**config.mk**
```make
export PLATFORM = sky130hd
export DESIGN_NAME = partial_fm_combiner_flat
export DESIGN_NICKNAME = d
export VERILOG_FILES = /design/src/rtl/partial_fm_combiner_if.sv /design/src/rtl/partial_fm_combiner.sv /design/src/flat_wrapper.sv
export SDC_FILE = /design/constraint.sdc
export NUM_CORES = 2
export LEC_CHECK = 0
export CAP_MARGIN = 0
export CORE_AREA = 5 5 310 312
export DETAILED_ROUTE_END_ITERATION = 12
export DIE_AREA = 0 0 315 317
export GPL_ROUTABILITY_DRIVEN = 0
export PLACE_DENSITY = 0.76
export SLEW_MARGIN = 20
export SYNTH_ARGS = -nofsm -noshare
export SYNTH_HDL_FRONTEND = slang
export SYNTH_SLANG_ARGS = --single-unit
export TNS_END_PERCENT = 5
```
**constraint.sdc**
```tcl
create_clock -name clk -period 11.1 [get_ports clk]
set_input_delay 2.22 -clock clk [delete_from_list [all_inputs] [get_ports clk]]
set_output_delay 2.22 -clock clk [all_outputs]
set_load 0.005 [all_outputs]
```
**src/rtl/partial_fm_combiner_if.sv**
```systemverilog
// Frame-in / element-out bus for partial_fm_combiner.
// The producer side drives IK1..IK3, bias, in_valid and out_ready; the combiner drives the rest.
interface partial_fm_combiner_if #(
    parameter int IP_SIZE     = 6,
    parameter int KERNEL_SIZE = 3
);
    localparam int OP_SIZE = IP_SIZE - KERNEL_SIZE + 1;
    localparam int N       = OP_SIZE * OP_SIZE;
    localparam int IDX_W   = (N > 1) ? $clog2(N) : 1;

    logic [16*N-1:0]  IK1;
    logic [16*N-1:0]  IK2;
    logic [16*N-1:0]  IK3;
    logic [15:0]      bias;
    logic             in_valid;
    logic             in_ready;
    logic [15:0]      out_data;
    logic [IDX_W-1:0] out_index;
    logic             out_last;
    logic             out_valid;
    logic             out_ready;
    logic             frame_done;

    modport master (
        output IK1, IK2, IK3, bias, in_valid, out_ready,
        input  in_ready, out_data, out_index, out_last, out_valid, frame_done
    );

    modport slave (
        input  IK1, IK2, IK3, bias, in_valid, out_ready,
        output in_ready, out_data, out_index, out_last, out_valid, frame_done
    );
endinterface

```
**src/rtl/partial_fm_combiner.sv**
```systemverilog
// Sums three captured Q1.15 partial maps plus bias, saturates, and streams one element per cycle.
// Optional PARTIAL_FM_RELU_EN clamps negative saturated results to zero.
module partial_fm_combiner #(
    parameter int IP_SIZE     = 6,
    parameter int KERNEL_SIZE = 3
) (
    input logic                  clk,
    input logic                  rst,
    partial_fm_combiner_if.slave bus
);
    localparam int OP_SIZE = IP_SIZE - KERNEL_SIZE + 1;
    localparam int N       = OP_SIZE * OP_SIZE;
    localparam int IDX_W   = (N > 1) ? $clog2(N) : 1;

    typedef enum logic [1:0] {
        IDLE,
        LOAD,
        STREAM
    } state_t;

    state_t           state_q, state_d;
    logic [16*N-1:0]  ik1_q, ik1_d;
    logic [16*N-1:0]  ik2_q, ik2_d;
    logic [16*N-1:0]  ik3_q, ik3_d;
    logic [15:0]      bias_q, bias_d;
    logic [15:0]      data_q, data_d;
    logic [IDX_W-1:0] idx_q, idx_d;
    logic             last_q, last_d;
    logic             valid_q, valid_d;
    logic             done_q, done_d;
    int unsigned      elem_sel;
    logic [15:0]      elem;

    function automatic logic [15:0] combine(input logic [15:0] a, input logic [15:0] b,
                                            input logic [15:0] c, input logic [15:0] d);
        logic signed [17:0] s;
        logic [15:0]        r;
        s = 18'(signed'(a)) + 18'(signed'(b)) + 18'(signed'(c)) + 18'(signed'(d));
        if (s > 18'sd32767) begin
            r = 16'h7FFF;
        end else if (s < -18'sd32768) begin
            r = 16'h8000;
        end else begin
            r = s[15:0];
        end
`ifdef PARTIAL_FM_RELU_EN
        if (r[15]) begin
            r = '0;
        end
`endif
        return r;
    endfunction

    // Element evaluated this cycle: 0 in LOAD, the successor of out_index while streaming.
    always_comb begin
        elem_sel = 0;
        if (state_q == STREAM) begin
            elem_sel = last_q ? 32'(idx_q) : 32'(idx_q) + 32'd1;
        end
        elem = combine(ik1_q[16*elem_sel +: 16], ik2_q[16*elem_sel +: 16],
                       ik3_q[16*elem_sel +: 16], bias_q);
    end

    always_comb begin
        state_d = state_q;
        ik1_d   = ik1_q;
        ik2_d   = ik2_q;
        ik3_d   = ik3_q;
        bias_d  = bias_q;
        data_d  = data_q;
        idx_d   = idx_q;
        last_d  = last_q;
        valid_d = valid_q;
        done_d  = 1'b0;
        case (state_q)
            IDLE: begin
                if (bus.in_valid) begin
                    ik1_d   = bus.IK1;
                    ik2_d   = bus.IK2;
                    ik3_d   = bus.IK3;
                    bias_d  = bus.bias;
                    state_d = LOAD;
                end
            end
            LOAD: begin
                data_d  = elem;
                idx_d   = '0;
                last_d  = (N == 1);
                valid_d = 1'b1;
                state_d = STREAM;
            end
            STREAM: begin
                if (bus.out_ready) begin
                    if (last_q) begin
                        valid_d = 1'b0;
                        done_d  = 1'b1;
                        state_d = IDLE;
                    end else begin
                        data_d = elem;
                        idx_d  = idx_q + IDX_W'(1);
                        last_d = (idx_q + IDX_W'(1)) == IDX_W'(N - 1);
                    end
                end
            end
            default: state_d = IDLE;
        endcase
    end

    always_ff @(posedge clk) begin
        if (rst) begin
            state_q <= IDLE;
            ik1_q   <= '0;
            ik2_q   <= '0;
            ik3_q   <= '0;
            bias_q  <= '0;
            data_q  <= '0;
            idx_q   <= '0;
            last_q  <= 1'b0;
            valid_q <= 1'b0;
            done_q  <= 1'b0;
        end else begin
            state_q <= state_d;
            ik1_q   <= ik1_d;
            ik2_q   <= ik2_d;
            ik3_q   <= ik3_d;
            bias_q  <= bias_d;
            data_q  <= data_d;
            idx_q   <= idx_d;
            last_q  <= last_d;
            valid_q <= valid_d;
            done_q  <= done_d;
        end
    end

    assign bus.in_ready   = (state_q == IDLE);
    assign bus.out_data   = data_q;
    assign bus.out_index  = idx_q;
    assign bus.out_last   = last_q;
    assign bus.out_valid  = valid_q;
    assign bus.frame_done = done_q;
endmodule
```
**src/flat_wrapper.sv**
```systemverilog
// flat-port wrapper written by rule: the top's interface ports become plain ports
module partial_fm_combiner_flat 
#(
    parameter int IP_SIZE     = 6,
    parameter int KERNEL_SIZE = 3
)
  (clk, rst, bus_IK1, bus_IK2, bus_IK3, bus_bias, bus_in_valid, bus_out_ready, bus_in_ready, bus_out_data, bus_out_index, bus_out_last, bus_out_valid, bus_frame_done);
  partial_fm_combiner_if #(.IP_SIZE(IP_SIZE), .KERNEL_SIZE(KERNEL_SIZE)) bus_i ();
  input logic clk;
  input logic rst;
  input wire logic [$bits(bus_i.IK1)-1:0] bus_IK1;
  input wire logic [$bits(bus_i.IK2)-1:0] bus_IK2;
  input wire logic [$bits(bus_i.IK3)-1:0] bus_IK3;
  input wire logic [$bits(bus_i.bias)-1:0] bus_bias;
  input wire logic [$bits(bus_i.in_valid)-1:0] bus_in_valid;
  input wire logic [$bits(bus_i.out_ready)-1:0] bus_out_ready;
  output wire logic [$bits(bus_i.in_ready)-1:0] bus_in_ready;
  output wire logic [$bits(bus_i.out_data)-1:0] bus_out_data;
  output wire logic [$bits(bus_i.out_index)-1:0] bus_out_index;
  output wire logic [$bits(bus_i.out_last)-1:0] bus_out_last;
  output wire logic [$bits(bus_i.out_valid)-1:0] bus_out_valid;
  output wire logic [$bits(bus_i.frame_done)-1:0] bus_frame_done;
  assign bus_i.IK1 = bus_IK1;
  assign bus_i.IK2 = bus_IK2;
  assign bus_i.IK3 = bus_IK3;
  assign bus_i.bias = bus_bias;
  assign bus_i.in_valid = bus_in_valid;
  assign bus_i.out_ready = bus_out_ready;
  assign bus_in_ready = bus_i.in_ready;
  assign bus_out_data = bus_i.out_data;
  assign bus_out_index = bus_i.out_index;
  assign bus_out_last = bus_i.out_last;
  assign bus_out_valid = bus_i.out_valid;
  assign bus_frame_done = bus_i.frame_done;
  partial_fm_combiner #(.IP_SIZE(IP_SIZE), .KERNEL_SIZE(KERNEL_SIZE)) u_core (.clk(clk), .rst(rst), .bus(bus_i));
endmodule
```
==> flow_summary.ini <==
[clock_tree]
cts_resized = 0
cts_tree = built
cts_sinks = 809
htree_levels = 3
numCtsBuffers = 89
clock-root-buffer = clkbuf_16
cts.hold.buffers_added = 0
clk_latency_ps = 670
post-cts-setup-buffers = 0
cts_buffer_depth = 3
clkTransAtPathRegs_ps = 60

[drt]
totalWireLength_mm = 162
vias = 38700
drt_pass1_iterations = 6
wl_per_cell_um = 22.8
avgViaCountPerCell = 5.46
drtIter0Drc = 4975
drc = 0
postRouteAntennaNets = 0

[power]
powerDensity_nw_per_um2 = 162
vdd_drop_max_v = 0.000115
p_leak_uw = 0.0181

[die]
start_util = 0.393
die_h_um = 317
pin_count = 812
dieArea_um2 = 99900
die_w_um = 315
rows = 112
coreArea_um2 = 92800

[run]
cap_viol_max_count = 0

[timing]
max_freq_mhz = 122
tns_ps = 0
finalClockSkew_ps = 28.0
hold_viol = 0
setup_violations = 0
tightest_slew_ps = 1300
fin_crit_ps = 8200
rsz0062_at_grt = false
maxSlewViolCount = 0
fin_crit_sh = 0.739
slew_headroom = 0.125

[final_layout]
fin_cells = 7082
nets = 6558
n_fill_cell = 8914
area_growth_pct = 32.4
layout-drive-gt1-share = 0.0368

[global_routing]
grt_pass1_vias = 36600
grt_usage = 0.302
antenna_found_initial = 45
overflow = 0
grt_pass1_wl_mm = 228
grt_max_degree = 227

[yosys]
yosys.area.top_type = dfxtp_1
postSynth.asyncResetShare = 0
syn_area_um2 = 36400
ys_types = 47
synth_edf_count = 0
synth_warnings = 0
synth_flop_cell = dfxtp_1
ys_seq_elements = 809
syn_nets = 6043
yosys-top-cells-area = dfxtp_1, nand2_1, a21oi_1
synth_top_cell_area_share = 0.444
syn_avg_cell_area_um2 = 7.01
synthCells = 5203
yosysSeqAreaShare = 0.444

[critical_path]
path_cells = nor2b_1 > and2_4 > buf_4 > nand2_1 > and3_1 > a311oi_1 > a311oi_1 > a211oi_1 > fa_1 > inv_1 > fa_1 > inv_1 > ha_1 > a21oi_1 > o21ai_1 > a221oi_1 > a221o_1 > nand3_2 > a21oi_1 > a311o_1
worst-path-max-fanout = 65
crit_type = reg2reg
crit_buf_inv = 3
critical_path.top_delay_family = compound AO/OA/AOI/OAI gates
critPathMaxStageDelay_ps = 900
cp.arrival_ps = 8790
critical_path.slowest_cell = a211oi_1
end_kind = flop
required_ps = 11690
critPathLaunchType = flop

[placement]
place_inst = 6879
io_buffer_count = 811
hpwl_mm = 117

[worst_hold_path]
hold_path.class = reg2reg

[run_status]
status = finished, final reports clean
[kinds of logic after synthesis]
group | share of synthesized area
AO/OA/AOI/OAI | 0.177
AND/OR/NAND/NOR | 0.294
multiplexers | 0.000618
XOR/XNOR | 0.00457
adder cells (fa/ha/maj) | 0.0246
buffers and inverters | 0.0555
flip-flops | 0.444
[state kept, by name, summed over array words and instances (netlist names)]
name                   cells
u_core.bus.out_data       16
u_core.state_q             2
u_core.bus.out_index       4
u_core.ik1_q             256
u_core.bus.out_last        1
u_core.ik3_q             256
u_core.bus.out_valid       1
u_core.ik2_q             256
u_core.bias_q             16
u_core.bus.frame_done      1
[cell type report]
type | instances | area, µm² | share of cell area
inverter | 73 | 274 | 0.00568
antenna | 39 | 97.6 | 0.00202
multi-input combinational | 3887 | 18300 | 0.379
tap | 1254 | 1570 | 0.0325
clock inverter | 35 | 538 | 0.0111
sequential | 809 | 16200 | 0.336
clock buffer | 127 | 2630 | 0.0545
timing repair buffer | 858 | 8670 | 0.180
[worst paths after layout]
check                                               startpoint                                   end  slack (ps)  cells past startpoint
worst max register to register  u_core.state_q[1]$_SDFFE_PP0P_  u_core.bus.out_data[14]$_SDFFE_PP0P_        2900                     20
worst min-delay path            u_core.ik1_q[142]$_SDFFE_PP0P_        u_core.ik1_q[142]$_SDFFE_PP0P_         450                      2
worst max-delay path            u_core.state_q[1]$_SDFFE_PP0P_  u_core.bus.out_data[14]$_SDFFE_PP0P_        2900                     20
worst min register to register  u_core.ik1_q[142]$_SDFFE_PP0P_        u_core.ik1_q[142]$_SDFFE_PP0P_         450                      2
[routing by layer]
layer,vias up,wire length [µm],track usage
met4,18,11400,0.197
met3,425,13100,0.0598
li1,18200,-,-
met2,1897,77900,0.514
met1,18100,59100,0.348
met5,-,120,0
[synth_stat cells, types with 3 or more instances]
cell,instances
o21ai_0,12
o21ai_1,12
nand3_1,199
a31oi_1,51
nand2b_1,3
xnor2_1,9
nand2_1,2358
dfxtp_1,809
a21oi_1,812
fa_1,33
xor2_1,10
or3_1,3
a211oi_1,47
nor3_1,5
buf_1,10
clkbuf_1,346
nor2_1,19
a211o_1,5
inv_1,73
ha_1,19
and2_1,6
buf_2,71
a221o_1,14
a311oi_1,146
and3_1,98
buf_4,6
[worst reg2reg max path: cells and delay by family, from the launching register on]
kind,cells,cell delay [ps]
AOI/OAI and AO/OA,9,3520
adders and majority gates,3,1260
buffers and inverters,3,860
DFF,1,380
and+or+nand+nor,5,2090
[metrics by stage]
stage	total power [µW]	instance area (µm²)	utilization	setup WS, ps	hold slack, ps
2_1_floorplan	3980	36400	-	5800	436
3_3_place_gp	4640	44900	0.484	3340	442
3_5_place_dp	4660	44900	0.484	3230	447
4_1_cts	7850	48100	0.519	3150	455
5_1_grt	8100	48200	0.520	2780	466
6_report	7830	48300	0.520	2900	454
[cells in the final DEF, fill, tap and decap left out, drive strengths merged, types with 2 or more instances in the layout]
cell type	netlist	final
nand2	2358	2358
nand3	200	200
xnor2	9	9
and3	98	98
nand2b	3	3
o211ai	2	2
a31oi	51	51
inv	73	81
mux2	2	2
o21a	2	2
nand3b	2	2
nor2b	2	2
a21o	2	2
xor2	10	10
a21oi	813	813
a221o	14	14
nor3	5	5
clkdlybuf4s50	0	810
a211oi	47	47
o21ai	25	25
a311oi	146	146
nor2	19	19
a211o	5	5
buf	88	48
and2	6	6
fa	33	33
diode	0	39
dfxtp	809	809
bufinv	0	12
or3	3	3
ha	19	19
clkinv	0	14
clkbuf	346	127
[power by group]
group          switching [µW]  total (µW)  internal, µW
Sequential                128        3240          3120
Combinational             805        1380           574
Clock                    1280        3210          1930
Total                    2210        7830          5620
Note: power is estimated with default switching activity, not from simulation.
